`src/rtl/mul_pkg.sv`:
```
`default_nettype none
// ============================================================================
// Module   : mul_pkg
// Purpose  : Shared FSM state type and counter sizing for seq_multiplier.
// Revision : 1.0  initial release
// ============================================================================
package mul_pkg;

  typedef enum logic [1:0] {
    IDLE = 2'd0,
    BUSY = 2'd1,
    DONE = 2'd2
  } state_t;

  // Iteration counter wide enough to hold the step count itself.
  function automatic int cnt_width(input int width, input int bpc);
    return $clog2(width / bpc) + 1;
  endfunction

endpackage
`default_nettype wire

```
`src/rtl/mul_pp_row.sv`:
```
`default_nettype none
// ============================================================================
// Module   : mul_pp_row
// Purpose  : Partial product of an unsigned multiplicand and a short slice.
// Revision : 1.0  initial release
// ============================================================================
module mul_pp_row #(
  parameter int WIDTH          = 8,
  parameter int BITS_PER_CYCLE = 1
) (
  input  logic [WIDTH-1:0]                i_a,
  input  logic [BITS_PER_CYCLE-1:0]       i_slice,
  output logic [WIDTH+BITS_PER_CYCLE-1:0] o_pp
);

  if (BITS_PER_CYCLE == 1) begin : g_radix2
    assign o_pp = i_slice[0] ? {1'b0, i_a} : '0;
  end else begin : g_radix4
    logic [WIDTH+BITS_PER_CYCLE-1:0] w_a_ext;
    logic [WIDTH+BITS_PER_CYCLE-1:0] w_s_ext;

    assign w_a_ext = {{BITS_PER_CYCLE{1'b0}}, i_a};
    assign w_s_ext = {{WIDTH{1'b0}}, i_slice};
    assign o_pp    = w_a_ext * w_s_ext;
  end

endmodule
`default_nettype wire

```
`src/rtl/seq_multiplier.sv`:
```
`default_nettype none
// ============================================================================
// Module   : seq_multiplier
// Purpose  : Fixed-latency shift-add multiplier, signed or unsigned, radix 2/4.
// Revision : 1.0  initial release
// ============================================================================
module seq_multiplier
  import mul_pkg::*;
#(
  parameter int WIDTH          = 8,
  parameter int BITS_PER_CYCLE = 1
) (
  input  logic                 clk,
  input  logic                 rst_n,
  input  logic                 in_valid,
  output logic                 in_ready,
  input  logic [WIDTH-1:0]     A,
  input  logic [WIDTH-1:0]     B,
  input  logic                 signed_mode,
  output logic                 out_valid,
  input  logic                 out_ready,
  output logic [2*WIDTH-1:0]   P
);

  localparam int c_steps = WIDTH / BITS_PER_CYCLE;
  localparam int c_cnt_w = cnt_width(WIDTH, BITS_PER_CYCLE);
  localparam int c_acc_w = 2 * WIDTH + 1;
  localparam int c_pp_w  = WIDTH + BITS_PER_CYCLE;

  state_t                r_state;
  state_t                w_state_next;
  logic                  w_load;
  logic                  w_step;
  logic                  w_last;

  logic [WIDTH-1:0]      r_a_mag;
  logic [WIDTH-1:0]      r_b_mag;
  logic                  r_neg;
  logic [c_acc_w-1:0]    r_acc;
  logic [c_cnt_w-1:0]    r_cnt;
  logic [2*WIDTH-1:0]    r_p;

  logic [WIDTH-1:0]      w_a_mag;
  logic [WIDTH-1:0]      w_b_mag;
  logic [c_pp_w-1:0]     w_pp;
  logic [c_acc_w-1:0]    w_pp_ext;
  logic [c_cnt_w:0]      w_shamt;
  logic [c_acc_w-1:0]    w_acc_next;
  logic [2*WIDTH-1:0]    w_prod;
  logic [2*WIDTH-1:0]    w_p_final;

  assign w_last = (r_cnt == c_cnt_w'(c_steps - 1));

  always_ff @(posedge clk or negedge rst_n) begin
    if (!rst_n) r_state <= IDLE;
    else        r_state <= w_state_next;
  end

  always_comb begin
    w_state_next = r_state;
    case (r_state)
      IDLE:    if (in_valid)  w_state_next = BUSY;
      BUSY:    if (w_last)    w_state_next = DONE;
      DONE:    if (out_ready) w_state_next = IDLE;
      default:                w_state_next = IDLE;
    endcase
  end

  always_comb begin
    in_ready  = (r_state == IDLE);
    out_valid = (r_state == DONE);
    w_load    = (r_state == IDLE) && in_valid;
    w_step    = (r_state == BUSY);
  end

  // -2^(WIDTH-1) maps onto itself, which is its correct unsigned magnitude.
  assign w_a_mag = (signed_mode && A[WIDTH-1]) ? (~A + WIDTH'(1)) : A;
  assign w_b_mag = (signed_mode && B[WIDTH-1]) ? (~B + WIDTH'(1)) : B;

  mul_pp_row #(
    .WIDTH          (WIDTH),
    .BITS_PER_CYCLE (BITS_PER_CYCLE)
  ) u_pp_row (
    .i_a     (r_a_mag),
    .i_slice (r_b_mag[BITS_PER_CYCLE-1:0]),
    .o_pp    (w_pp)
  );

  assign w_pp_ext   = {{(c_acc_w - c_pp_w){1'b0}}, w_pp};
  assign w_shamt    = (BITS_PER_CYCLE == 2) ? {r_cnt, 1'b0} : {1'b0, r_cnt};
  assign w_acc_next = r_acc + (w_pp_ext << w_shamt);
  assign w_prod     = w_acc_next[2*WIDTH-1:0];
  assign w_p_final  = r_neg ? -w_prod : w_prod;

  always_ff @(posedge clk or negedge rst_n) begin
    if (!rst_n) begin
      r_a_mag <= '0;
      r_b_mag <= '0;
      r_neg   <= 1'b0;
      r_acc   <= '0;
      r_cnt   <= '0;
      r_p     <= '0;
    end else if (w_load) begin
      r_a_mag <= w_a_mag;
      r_b_mag <= w_b_mag;
      r_neg   <= signed_mode && (A[WIDTH-1] ^ B[WIDTH-1]);
      r_acc   <= '0;
      r_cnt   <= '0;
    end else if (w_step) begin
      r_acc   <= w_acc_next;
      r_b_mag <= r_b_mag >> BITS_PER_CYCLE;
      r_cnt   <= r_cnt + c_cnt_w'(1);
      if (w_last) r_p <= w_p_final;
    end
  end

  assign P = r_p;

endmodule
`default_nettype wire
```
`config.mk`:
```
export PLATFORM = sky130hd
export DESIGN_NAME = seq_multiplier
export DESIGN_NICKNAME = d
export VERILOG_FILES = /design/src/rtl/mul_pkg.sv /design/src/rtl/mul_pp_row.sv /design/src/rtl/seq_multiplier.sv
export SDC_FILE = /design/constraint.sdc
export NUM_CORES = 1
export LEC_CHECK = 0
export ABC_CLOCK_PERIOD_IN_PS = 5500
export CAP_MARGIN = 20
export CORE_UTILIZATION = 55
export CTS_CLUSTER_DIAMETER = 50
export CTS_CLUSTER_SIZE = 28
export DETAILED_ROUTE_END_ITERATION = 12
export PLACE_DENSITY = 0.87
export SLEW_MARGIN = 15
export SYNTH_ARGS = -nofsm -noshare
export SYNTH_HDL_FRONTEND = slang
export SYNTH_SLANG_ARGS = --single-unit
```
`constraint.sdc`:
```
create_clock -name clk -period 5.5 [get_ports clk]
set_input_delay 1.1 -clock clk [delete_from_list [all_inputs] [get_ports clk]]
set_output_delay 1.1 -clock clk [all_outputs]
set_load 0.01 [all_outputs]
```
=== Word-level counts from Yosys, hierarchy flattened ===
Index checks and enable logic that the tools add are counted.

* Bits in registers: 56
* Input bits: 21

* Add/sub/neg operators: 5
* Equality and inequality tests: 6
* Shifts and indexed selects: 1
* Multiplexer cells: 14
* Bitwise logic cells: 4
* Reduce and logical (&&, ||, !) cells: 8

{| class="wikitable"
|+ Operator list
! operator !! number
|-
| 8-bit two-way mux || 5
|-
| 17-bit two-way mux || 2
|-
| 17-bit adder || 1
|-
| 9-bit by 4-bit << shifter with 17-bit output || 1
|-
| 8-bit by 1-bit adder with 8-bit output, second input constant || 2
|-
| 16-bit two-way mux || 1
|-
| 16-bit negation || 1
|-
| 8-bit NOT || 2
|-
| 4-bit two-way mux || 2
|-
| 2-bit two-way mux || 3
|-
| 2-bit case mux with 3 select lines || 1
|-
| 3-bit AND reduction || 2
|-
| 4-bit by 1-bit adder with 4-bit output, second input constant || 1
|-
| 4-bit by 3-bit equality test with 1-bit output, second input constant || 1
|-
| 1-bit logical AND || 4
|-
| 2-bit by 1-bit != test with 1-bit output, second input constant || 2
|-
| 2-bit by 1-bit equality test with 1-bit output, second input constant || 1
|-
| 2-bit equality test, second input constant || 1
|-
| 2-bit logical NOT || 1
|-
| 2-bit != test, second input constant || 1
|-
| 2-bit nonzero test || 1
|-
| 1-bit NOT || 1
|-
| 1-bit bitwise XOR || 1
|}

=== Depth between registers and ports, before layout ===
* Depth in word-level cells: 5
* Gate-level depth with buffers: 19

=== By module ===
From an unflattened synthesis, not the netlist that was laid out.

* Cell total of the unflattened synthesis: 501
* Area, all modules: 4085.2 um2

{| class="wikitable"
|+ Modules (own cells, without submodules)
! module !! times used !! cells an instance !! area an instance (um2) !! seq. area each (um2)
|-
| seq_multiplier || 1 || 491 || 4023.9 || 1376.3
|-
| mul_pp_row || 1 || 10 || 61.3 || 0.0
|}

=== Worst setup path after synthesis ===
Ideal clock, no wire load.

* Kind: register to register
* Start point: register r_cnt[0]
* End point: register r_p[14], in the netlist P[14]
* Data arrival time: 3.818 ns
* Required time: 5.368 ns
* Path slack: 1.550 ns
* Cell stages (with the launch flop): 16
* Path buffers: 2
* Path through: dfrtp_1 -> clkbuf_1 -> clkbuf_1 -> mux2i_1 -> nor2_1 -> and3_1 -> fa_1 -> a21o_1 -> a221oi_4 -> o221ai_2 -> mux2i_1 -> a2111oi_4 -> o2111ai_2 -> o31ai_2 -> xnor2_1 -> o21ai_1

* Longest elaborated chain between the ends: 4
* Elaborated cells on any way between the ends: 6
* Classes of those cells: 2 x add/sub; 1 x eq/ne; 1 x shift; 1 x mux; 1 x reduce/logical

{| class="wikitable"
|+ Ends and longest elaborated chain
! what !! RTL line !! text
|-
| start, declared || seq_multiplier.sv:40 || <nowiki>logic [c_cnt_w-1:0] r_cnt;</nowiki>
|-
| start signal, assigned || seq_multiplier.sv:112 || <nowiki>r_cnt <= r_cnt + c_cnt_w'(1);</nowiki>
|-
| 9-bit by 4-bit << shifter with 17-bit output || seq_multiplier.sv:91 || <nowiki>assign w_acc_next = r_acc + (w_pp_ext << w_shamt);</nowiki>
|-
| 17-bit adder || seq_multiplier.sv:91 ||
|-
| 16-bit negation || seq_multiplier.sv:93 || <nowiki>assign w_p_final = r_neg ? -w_prod : w_prod;</nowiki>
|-
| 16-bit two-way mux || seq_multiplier.sv:93 ||
|-
| end signal, assigned || seq_multiplier.sv:113 || <nowiki>if (w_last) r_p <= w_p_final;</nowiki>
|-
| end, declared || seq_multiplier.sv:41 || <nowiki>logic [2*WIDTH-1:0] r_p;</nowiki>
|}

Several ways; a longest one is shown, not always the timed one.
A chain may end at the register's enable or synchronous reset.

=== Worst setup path after layout ===
* Start point: register r_cnt[0]
* End point: register r_p[15], in the netlist P[15]

The elaborated chain is that of the path after synthesis.

==> qor.csv <==
metric;value;unit
ir_drop;232.4;uV
max-cap-violations;0;
die_h;86.90;um
path_buf_inv;0;
pwr-share-clk;0.101;
worstPathRequired;5.70;ns
cp-end-kind;flop;
syn_inst;474;
cp_cell_sequence;mux2_2 > nand2_1 > o22a_1 > mux2_2 > nor2_1 > ha_1 > a21o_1 > a221oi_4 > o221ai_2 > mux2i_1 > a2111oi_4 > o2111ai_2 > o31ai_2 > xnor2_1 > o21ai_1;
synthesis.nets;515;
fin_skew;0.009714;ns
period_needed;4.369;ns
async_flop_share;1.000;
ios;39;
drtAntennaViolNets;0;
dieArea;0.007551;mm^2
power_density;628.5;mW/mm^2
p_comb_frac;0.617;
cts_setup_buffers;0;
yosys_warnings;0;
numCtsBuffers;5;
hpwl;6661;um
slowest_stage;dfrtp_1;
place_area;0.004373;mm^2
max_stage_delay;0.78;ns
ctsHoldBuffers;0;
grt_max_degree;56;
utilization;0.6576;
drc;0;
holdWs;0.4853;ns
syn2layout_area_growth;13.95;%
internal_power;1.478;mW
vias;3502;
avgSynthCellArea;8.362;um^2
ctsHtreeMaxLevel;2;
hold_viol_final;0;
total_power;2.839;mW
worstSetupPathType;flop to flop;
nets;536;
synth_edf_count;0;
wl;8829;um
tightest_slew;0.6679;ns
grt_pass1_wl;15590;um
grt_util_all_layers;0.2608;
ctsRootBufferMaster;clkbuf_8;
crit_arrival;4.57;ns
clk_pin_slew;0.10;ns
relSlewSlack;0.5548;
tns;0;ns
start_util;0.5770;
cp_top_family;compound AO/OA/AOI/OAI gates;
fillCellCount;583;
layout-drive-gt1-share;0.06250;
p_seq_frac;0.282;
design_area;0.004517;mm^2
grt-ovfl-total;0;
synth_area;0.003964;mm^2
synth_cell_type_count;50;
setup_viol;0;
switchingPower;1.360;mW
synth_flop_cell;dfrtp_1;
die_w;86.90;um
globalplace.congestion;1.004;
hold_path.class;flop to flop;
synth_seq_cells;55;
cts_tree;done;
clkLatencyLatePin;0.31;ns
period_share;0.7944;
drv_slew;0;
num_rows;30;
status;complete, no violations;
drt_iter0_drc;205;
viasPerCell;5.916;
clock.fmax;0.2289;GHz
wire_per_inst;14.91;um
clock_path_buffers;2;
cts.repair.resized;0;
p_leak;1.948;nW
grt_pass1_vias;3429;
rsz0062_at_grt;no;
antenna_cells;0;
core;0.006869;mm^2
crit_top_cell;mux2_2;
antenna_found_initial;0;
ys_seq_area_frac;0.3472;
startpoint_type;flop;
cts.sinks;55;
io_buffer_count;38;
cp_max_fo;20;
dr.pass1.iters;5;
swShare;0.4793;
through the flow:
step                cells  setup slack, ns
floorplan             474            1.550
global placement      582            1.252
detailed placement    582            1.148
CTS                   590            1.121
global route          592           0.8602
finish                592            1.131
cell usage after synthesis, types with 2 or more instances:
library cell	instances	area [um^2]
o31ai_2	3	37.54
nand4_1	6	37.54
and2_1	5	31.28
inv_1	10	37.54
a31oi_1	11	68.82
a21oi_1	17	85.08
o22ai_1	3	18.77
o21ai_0	41	205.2
nand2_1	75	281.5
a21boi_0	2	15.01
o31ai_1	4	30.03
a21o_1	6	45.04
o21ai_1	11	55.05
nand3_1	36	180.2
buf_1	3	11.26
nor3b_1	4	30.03
a211oi_1	3	22.52
nor2_1	27	101.4
clkinv_1	2	7.510
or3_1	7	43.79
xnor2_1	25	219.0
nand3b_1	4	30.03
mux2_2	4	45.04
and3_1	5	31.28
xor2_1	16	140.1
nor2b_1	6	37.54
ha_1	19	237.7
clkbuf_1	26	97.59
mux2i_1	10	100.1
nand2b_1	4	25.02
nor3_1	6	30.03
dfrtp_1	55	1376
cells in the final DEF, fill, tap and decap left out, drive strengths merged, types with 7 or more instances in the layout:
cell / Yosys / final
nand3: 36 / 36
a21oi: 17 / 17
or3: 7 / 7
o31ai: 7 / 7
a31oi: 11 / 11
inv: 10 / 11
xnor2: 25 / 25
dfrtp: 55 / 55
nand2: 75 / 75
mux2i: 10 / 10
ha: 19 / 19
xor2: 16 / 16
o21ai: 52 / 52
clkdlybuf4s50: 0 / 37
nor2: 27 / 27
state kept, by name, summed over array words and instances, names as in the netlist:
register / count
P: 16
r_state: 2
r_b_mag: 8
r_a_mag: 8
r_cnt: 4
r_neg: 1
r_acc: 16
worst min-delay path: stages, from the launching register on:
cell     delay, ns
dfrtp_1       0.35
nand2_1       0.04
o21ai_0       0.06
path summary, 6_finish.rpt:
kind,startpoint,endpoint,slack [ns],cells after the start
worst max-delay path,r_cnt[0],P[15],1.13,15
worst min-delay path,P[6],P[6],0.49,2
worst max register to register,r_cnt[0],P[15],1.13,15
worst min register to register,P[6],P[6],0.49,2
max in group asynchronous,rst_n,r_a_mag[6],4.16,2
min in group asynchronous,rst_n,P[1],0.89,2
routing by layer:
| metal | wire, um | GRT usage | vias to the layer above | share of wire |
|---|---|---|---|---|
| met1 | 3916 | 0.3226 | 1649 | 0.44 |
| met5 | 0 | 0 | - | 0 |
| met3 | 426 | 0.04360 | 25 | 0.048 |
| met4 | 204 | 0.08939 | 0 | 0.023 |
| met2 | 4282 | 0.4596 | 121 | 0.48 |
| li1 | - | - | 1707 | - |
cells by family after synthesis:
family,Yosys count,synth area share
AO/OA/AOI/OAI,113,0.1897
XOR/XNOR,41,0.09059
adder cells (fa/ha/maj),20,0.06503
buffers and inverters,41,0.03883
flip-flops,55,0.3472
multiplexers,15,0.04230
AND/OR/NAND/NOR,189,0.2263
power by group through the flow:
stage	Clock [mW]	Sequential (mW)	Combinational, mW
global placement	0	0.793	1.67
CTS	0.294	0.798	1.73
detailed placement	0	0.805	1.73
global route	0.310	0.832	1.96
floorplan	0	0.714	1.37
finish	0.288	0.800	1.75
layout make-up:
type	instances	area (um^2)	share of cell area
well taps	96	120.1	0.02659
flip-flops and latches	55	1376	0.3047
clock inverters	2	38.79	0.008587
inverters	12	45.04	0.009972
multi-input cells	378	2434	0.5388
repair buffers	43	420.4	0.09307
clock buffers	6	82.58	0.01828
(Power assumes the default switching activity.)
